$ cat config.mk
export PLATFORM = sky130hd
export DESIGN_NAME = alu_ctrl
export DESIGN_NICKNAME = d
export VERILOG_FILES = /design/src/rtl/alu_ctrl.sv
export SDC_FILE = /design/constraint.sdc
export NUM_CORES = 1
export LEC_CHECK = 0
export CAP_MARGIN = 10
export CORE_UTILIZATION = 38
export DETAILED_ROUTE_END_ITERATION = 10
export GPL_TIMING_DRIVEN = 0
export PLACE_DENSITY = 0.76
export SYNTH_ARGS = -nofsm -noshare
export SYNTH_HDL_FRONTEND = slang
export SYNTH_SLANG_ARGS = --single-unit
$ cat constraint.sdc
create_clock -name clk -period 1.9 [get_ports clk]
set_clock_uncertainty 0.2 [all_clocks]
set_input_delay 0.285 -clock clk [delete_from_list [all_inputs] [get_ports clk]]
set_output_delay 0.285 -clock clk [all_outputs]
set_load 0.01 [all_outputs]
$ cat src/rtl/alu_ctrl.sv
// Sequencer for an external combinational 4-bit ALU: accepts one request at a time,
// drives the ALU, captures its result into an accumulator and response channel.
// Optional ALU_CTRL_FLAGS_EN adds zero and signed-overflow response flags.
module alu_ctrl (
  input  logic       clk,
  input  logic       rst,
  input  logic       req_valid,
  output logic       req_ready,
  input  logic [2:0] req_op,
  input  logic [3:0] req_a,
  input  logic [3:0] req_b,
  input  logic       req_acc,
  output logic [3:0] alu_a,
  output logic [3:0] alu_b,
  output logic [2:0] alu_s,
  output logic       alu_cin,
  input  logic [3:0] alu_f,
  input  logic       alu_cout,
  output logic       rsp_valid,
  input  logic       rsp_ready,
  output logic [3:0] rsp_f,
  output logic       rsp_cout,
  output logic       rsp_err,
  output logic [3:0] acc
`ifdef ALU_CTRL_FLAGS_EN
  ,
  output logic       rsp_zero,
  output logic       rsp_ovf
`endif
);

  localparam logic [2:0] OpAdd     = 3'b001;
  localparam logic [2:0] OpSub     = 3'b010;
  localparam logic [2:0] OpIllegal = 3'b111;

  typedef enum logic [1:0] {StIdle, StExec, StResp} state_e;

  state_e state;
  logic   illegal;

  assign req_ready = (state == StIdle);
  assign illegal   = (alu_s == OpIllegal);

`ifdef ALU_CTRL_FLAGS_EN
  logic ovf_next;

  // Signed overflow of the add/subtract the ALU is performing right now.
  always_comb begin
    ovf_next = 1'b0;
    if (alu_s == OpAdd) begin
      ovf_next = (alu_a[3] == alu_b[3]) && (alu_f[3] != alu_a[3]);
    end else if (alu_s == OpSub) begin
      ovf_next = (alu_a[3] != alu_b[3]) && (alu_f[3] != alu_a[3]);
    end
  end
`endif

  always_ff @(posedge clk) begin
    if (rst) begin
      state     <= StIdle;
      acc       <= 4'b0000;
      alu_a     <= 4'b0000;
      alu_b     <= 4'b0000;
      alu_s     <= 3'b000;
      alu_cin   <= 1'b0;
      rsp_valid <= 1'b0;
      rsp_f     <= 4'b0000;
      rsp_cout  <= 1'b0;
      rsp_err   <= 1'b0;
`ifdef ALU_CTRL_FLAGS_EN
      rsp_zero  <= 1'b0;
      rsp_ovf   <= 1'b0;
`endif
    end else begin
      case (state)
        StIdle: begin
          if (req_valid) begin
            alu_a   <= req_acc ? acc : req_a;
            alu_b   <= req_b;
            alu_s   <= req_op;
            alu_cin <= (req_op == OpSub);
            state   <= StExec;
          end
        end
        StExec: begin
          rsp_valid <= 1'b1;
          state     <= StResp;
          if (illegal) begin
            rsp_f    <= 4'b0000;
            rsp_cout <= 1'b0;
            rsp_err  <= 1'b1;
`ifdef ALU_CTRL_FLAGS_EN
            rsp_zero <= 1'b1;
            rsp_ovf  <= 1'b0;
`endif
          end else begin
            rsp_f    <= alu_f;
            rsp_cout <= alu_cout;
            rsp_err  <= 1'b0;
            acc      <= alu_f;
`ifdef ALU_CTRL_FLAGS_EN
            rsp_zero <= (alu_f == 4'b0000);
            rsp_ovf  <= ovf_next;
`endif
          end
        end
        StResp: begin
          // Response fields stay frozen until the consumer takes them.
          if (rsp_ready) begin
            rsp_valid <= 1'b0;
            state     <= StIdle;
          end
        end
        default: state <= StIdle;
      endcase
    end
  end

endmodule

==> metrics.yaml <==
yosysUniqueCellTypes: 20
die_x_microns: 50.89
tightest_slew_ns: 0.4593
rr_endpoint: "alu_b[3]$_SDFFE_PP0P_"
hold-path-endpoint: "alu_a[3]$_SDFFE_PP0P_"
hold_viol_final: 0
vdd_drop_max_uv: 462.5
cts_max_level: 1
endpoint_kind: "output pin"
crit_fanout: 3
critPathArrivalTime_ns: 1.26
post_cts_buffers: 0
yosys.area_share.simple_pct: 18.18
critPathRequiredTime_ns: 1.41
synth_warnings: 0
syn-num-nets: 115
p_switching_mw: 0.2489
first_iter_violations: 2
synth_fa_ha_area_share_pct: 0
drive_above_1_share_pct: 9.286
syn_area_sq_um: 908.4
antenna_found_initial: 0
cp_cell_sequence: "clkdlybuf4s50_1"
holdWs_ns: 0.03223
root_buffer: "clkbuf_4"
rr_startpoint: "state[0]$_SDFFE_PP0P_"
cts_sinks: 25
grt_max_degree: 15
synth-seq-cells: 25
postPlaceCellArea_sq_mm: 0.001364
timing.final.crit_share_pct: 91.72
finalMaxSlewViolations: 0
cts_tree: "done"
synth_top_family_by_area: "compound AO/OA/AOI/OAI gates"
synth_xor_area_share_pct: 0
initial_utilization_pct: 40.67
clockBufferDepth: 2
ant_nets: 0
grt_overflow: 0
fin_tns_setup_ns: 0
grt_pass1_vias: 775
seqPwrFrac_pct: 57.5
dr.pass1.iters: 4
relSlewSlack_pct: 69.25
dieHeight_microns: 50.89
p_int_mw: 0.7595
die_area_sq_mm: 0.002590
min_path_type: "in -> reg"
final_nets: 162
combPwrFrac_pct: 20.4
hold_path_depth: 2
cp_num_buf_inv: 1
vias: 822
slowest_stage: "clkdlybuf4s50_1"
synth_compound_area_share_pct: 18.32
cts_buffers: 3
leakage_nw: 0.5390
rows: 17
fmax_mhz: 573.8
num_io_pins: 45
status: "finished, final reports clean"
postRouteWirelength_microns: 1994
fillers: 204
power_mw: 1.009
r2r_slack_ns: 0.44
switching_share_pct: 24.68
worst_r2r_path_depth: 4
drcViolationCount: 0
path_class: "reg -> out"
synthMuxAreaShare_pct: 4.408
synthCells: 94
wl_per_cell_microns: 11.87
power_density_mw_per_mm2: 722.2
maxCapViolations: 0
grt.total_usage_pct: 16.92
diodes: 0
dp_hpwl_microns: 1502
p_clk_share_pct: 22.2
setup_viol: 0
areaGrowthSynthToFinish_pct: 53.72
clk_latency_ns: 0.30
yosysSeqAreaShare_pct: 55.10
post-route-min-period_ns: 1.743
final_cell_area_sq_mm: 0.001396
syn_avg_cell_area_sq_um: 9.664
critical_path.max_stage_delay_ns: 0.56
startpoint_type: "flop"
rsz0062_at_grt: "no"
clk_pin_slew_worst_paths_ns: 0.13
vias_per_cell: 4.893
gp_congestion: 0.6991
io_buffers: 42
core_sq_mm: 0.002233
path_delay_family: "buffers and inverters"
grt_pass1_wl_microns: 3360
min-delay-start: "rst"
==> through the flow <==
| stage | utilization [%] | std cells | setup WS (ns) |
|---|---|---|---|
| detailed placement | 61.06 | 164 | 0.05555 |
| global route | 62.52 | 168 | 0.08163 |
| CTS | 62.30 | 168 | 0.04616 |
| floorplan | - | 94 | 0.5146 |
| finish | 62.52 | 168 | 0.1574 |
| global placement | 61.06 | 164 | 0.06693 |
==> flip-flops by register name (all words and copies together), names as in the netlist, 2 cells and up <==
| register | count |
|---|---|
| state | 2 |
| alu_b | 4 |
| acc | 4 |
| alu_a | 4 |
| alu_s | 3 |
| rsp_f | 4 |
==> metal layers <==
layer  global-route usage (%)  part of all wire (%)  vias up
met5                        0                     0        -
met4                    4.167                     0        0
met3                    5.357                   8.9        0
met2                    29.11                    47       36
met1                    20.41                    45      367
li1                         -                     -      419
==> repair_timing <==
item,in CTS,in global routing
hold buffers,0,0
gates resized for setup,0,3
setup endpoints to repair,0,1
==> kinds of logic (layout without fill, tap and decap cells) <==
logic type	Yosys count	in the layout
AOI/OAI and AO/OA	24	24
buffers and inverters	6	52
DFF	25	25
muxes	4	4
and+or+nand+nor	35	35
==> layout by cell type, fill, tap and decap left out, drive strengths merged, types with 2 or more instances in the layout <==
master / instances
a211oi: 4
nor2: 10
dfxtp: 25
a21oi: 10
a22o: 9
nand3: 2
nor2b: 2
mux2i: 4
nand2: 16
nor3b: 2
clkbuf: 3
buf: 6
clkdlybuf4s50: 41
==> cells in the mapped netlist <==
| cell | count | area, sq um |
|---|---|---|
| buf_2 | 2 | 10.01 |
| nor3b_2 | 1 | 12.51 |
| nor3_1 | 1 | 5.000 |
| nor2b_2 | 1 | 8.760 |
| buf_4 | 1 | 7.510 |
| and3b_1 | 1 | 8.760 |
| a211oi_1 | 4 | 30.03 |
| nand3_1 | 2 | 10.01 |
| a21oi_1 | 10 | 50.05 |
| buf_1 | 2 | 7.510 |
| dfxtp_1 | 25 | 500.5 |
| o21a_1 | 1 | 7.510 |
| mux2i_1 | 4 | 40.04 |
| nor3b_1 | 1 | 7.510 |
| buf_6 | 1 | 11.26 |
| a22o_1 | 9 | 78.83 |
| nor2_1 | 10 | 37.54 |
| nand2_1 | 16 | 60.06 |
| or3b_2 | 1 | 8.760 |
| nor2b_1 | 1 | 6.260 |
==> final cells by class <==
class | instances | area, sq um | area share, %
Clock inverter | 1 | 5.005 | 0.3584
Multi-Input combinational cell | 63 | 371.6 | 26.61
Buffer | 6 | 36.28 | 2.599
Timing Repair Buffer | 42 | 422.9 | 30.29
Clock buffer | 3 | 22.52 | 1.613
Tap cell | 28 | 35.03 | 2.509
Sequential cell | 25 | 503.0 | 36.02
==> worst max-delay path by stage <==
stage                                     start                    end  slack [ns]  cells after the start
after floorplan           state[0]$_SDFFE_PP0P_  alu_b[0]$_SDFFE_PP0P_        0.51                      4
after global placement                req_valid  alu_b[0]$_SDFFE_PP0P_        0.07                      5
after detailed placement              req_valid  alu_b[3]$_SDFFE_PP0P_        0.06                      5
after CTS                 state[1]$_SDFFE_PP0P_              req_ready        0.05                      2
after global routing        acc[1]$_SDFFE_PP0P_                 acc[1]        0.08                      1
final                       acc[1]$_SDFFE_PP0P_                 acc[1]        0.16                      1
==> power groups by stage <==
stage | combinational [mW] | clock, mW | sequential (mW)
3_5_place_dp | 0.207 | 0 | 0.590
6_report | 0.206 | 0.224 | 0.579
3_3_place_gp | 0.205 | 0 | 0.589
4_1_cts | 0.209 | 0.237 | 0.579
2_1_floorplan | 0.0762 | 0 | 0.603
5_1_grt | 0.224 | 0.258 | 0.585
Power figures use the tool's default switching activity.
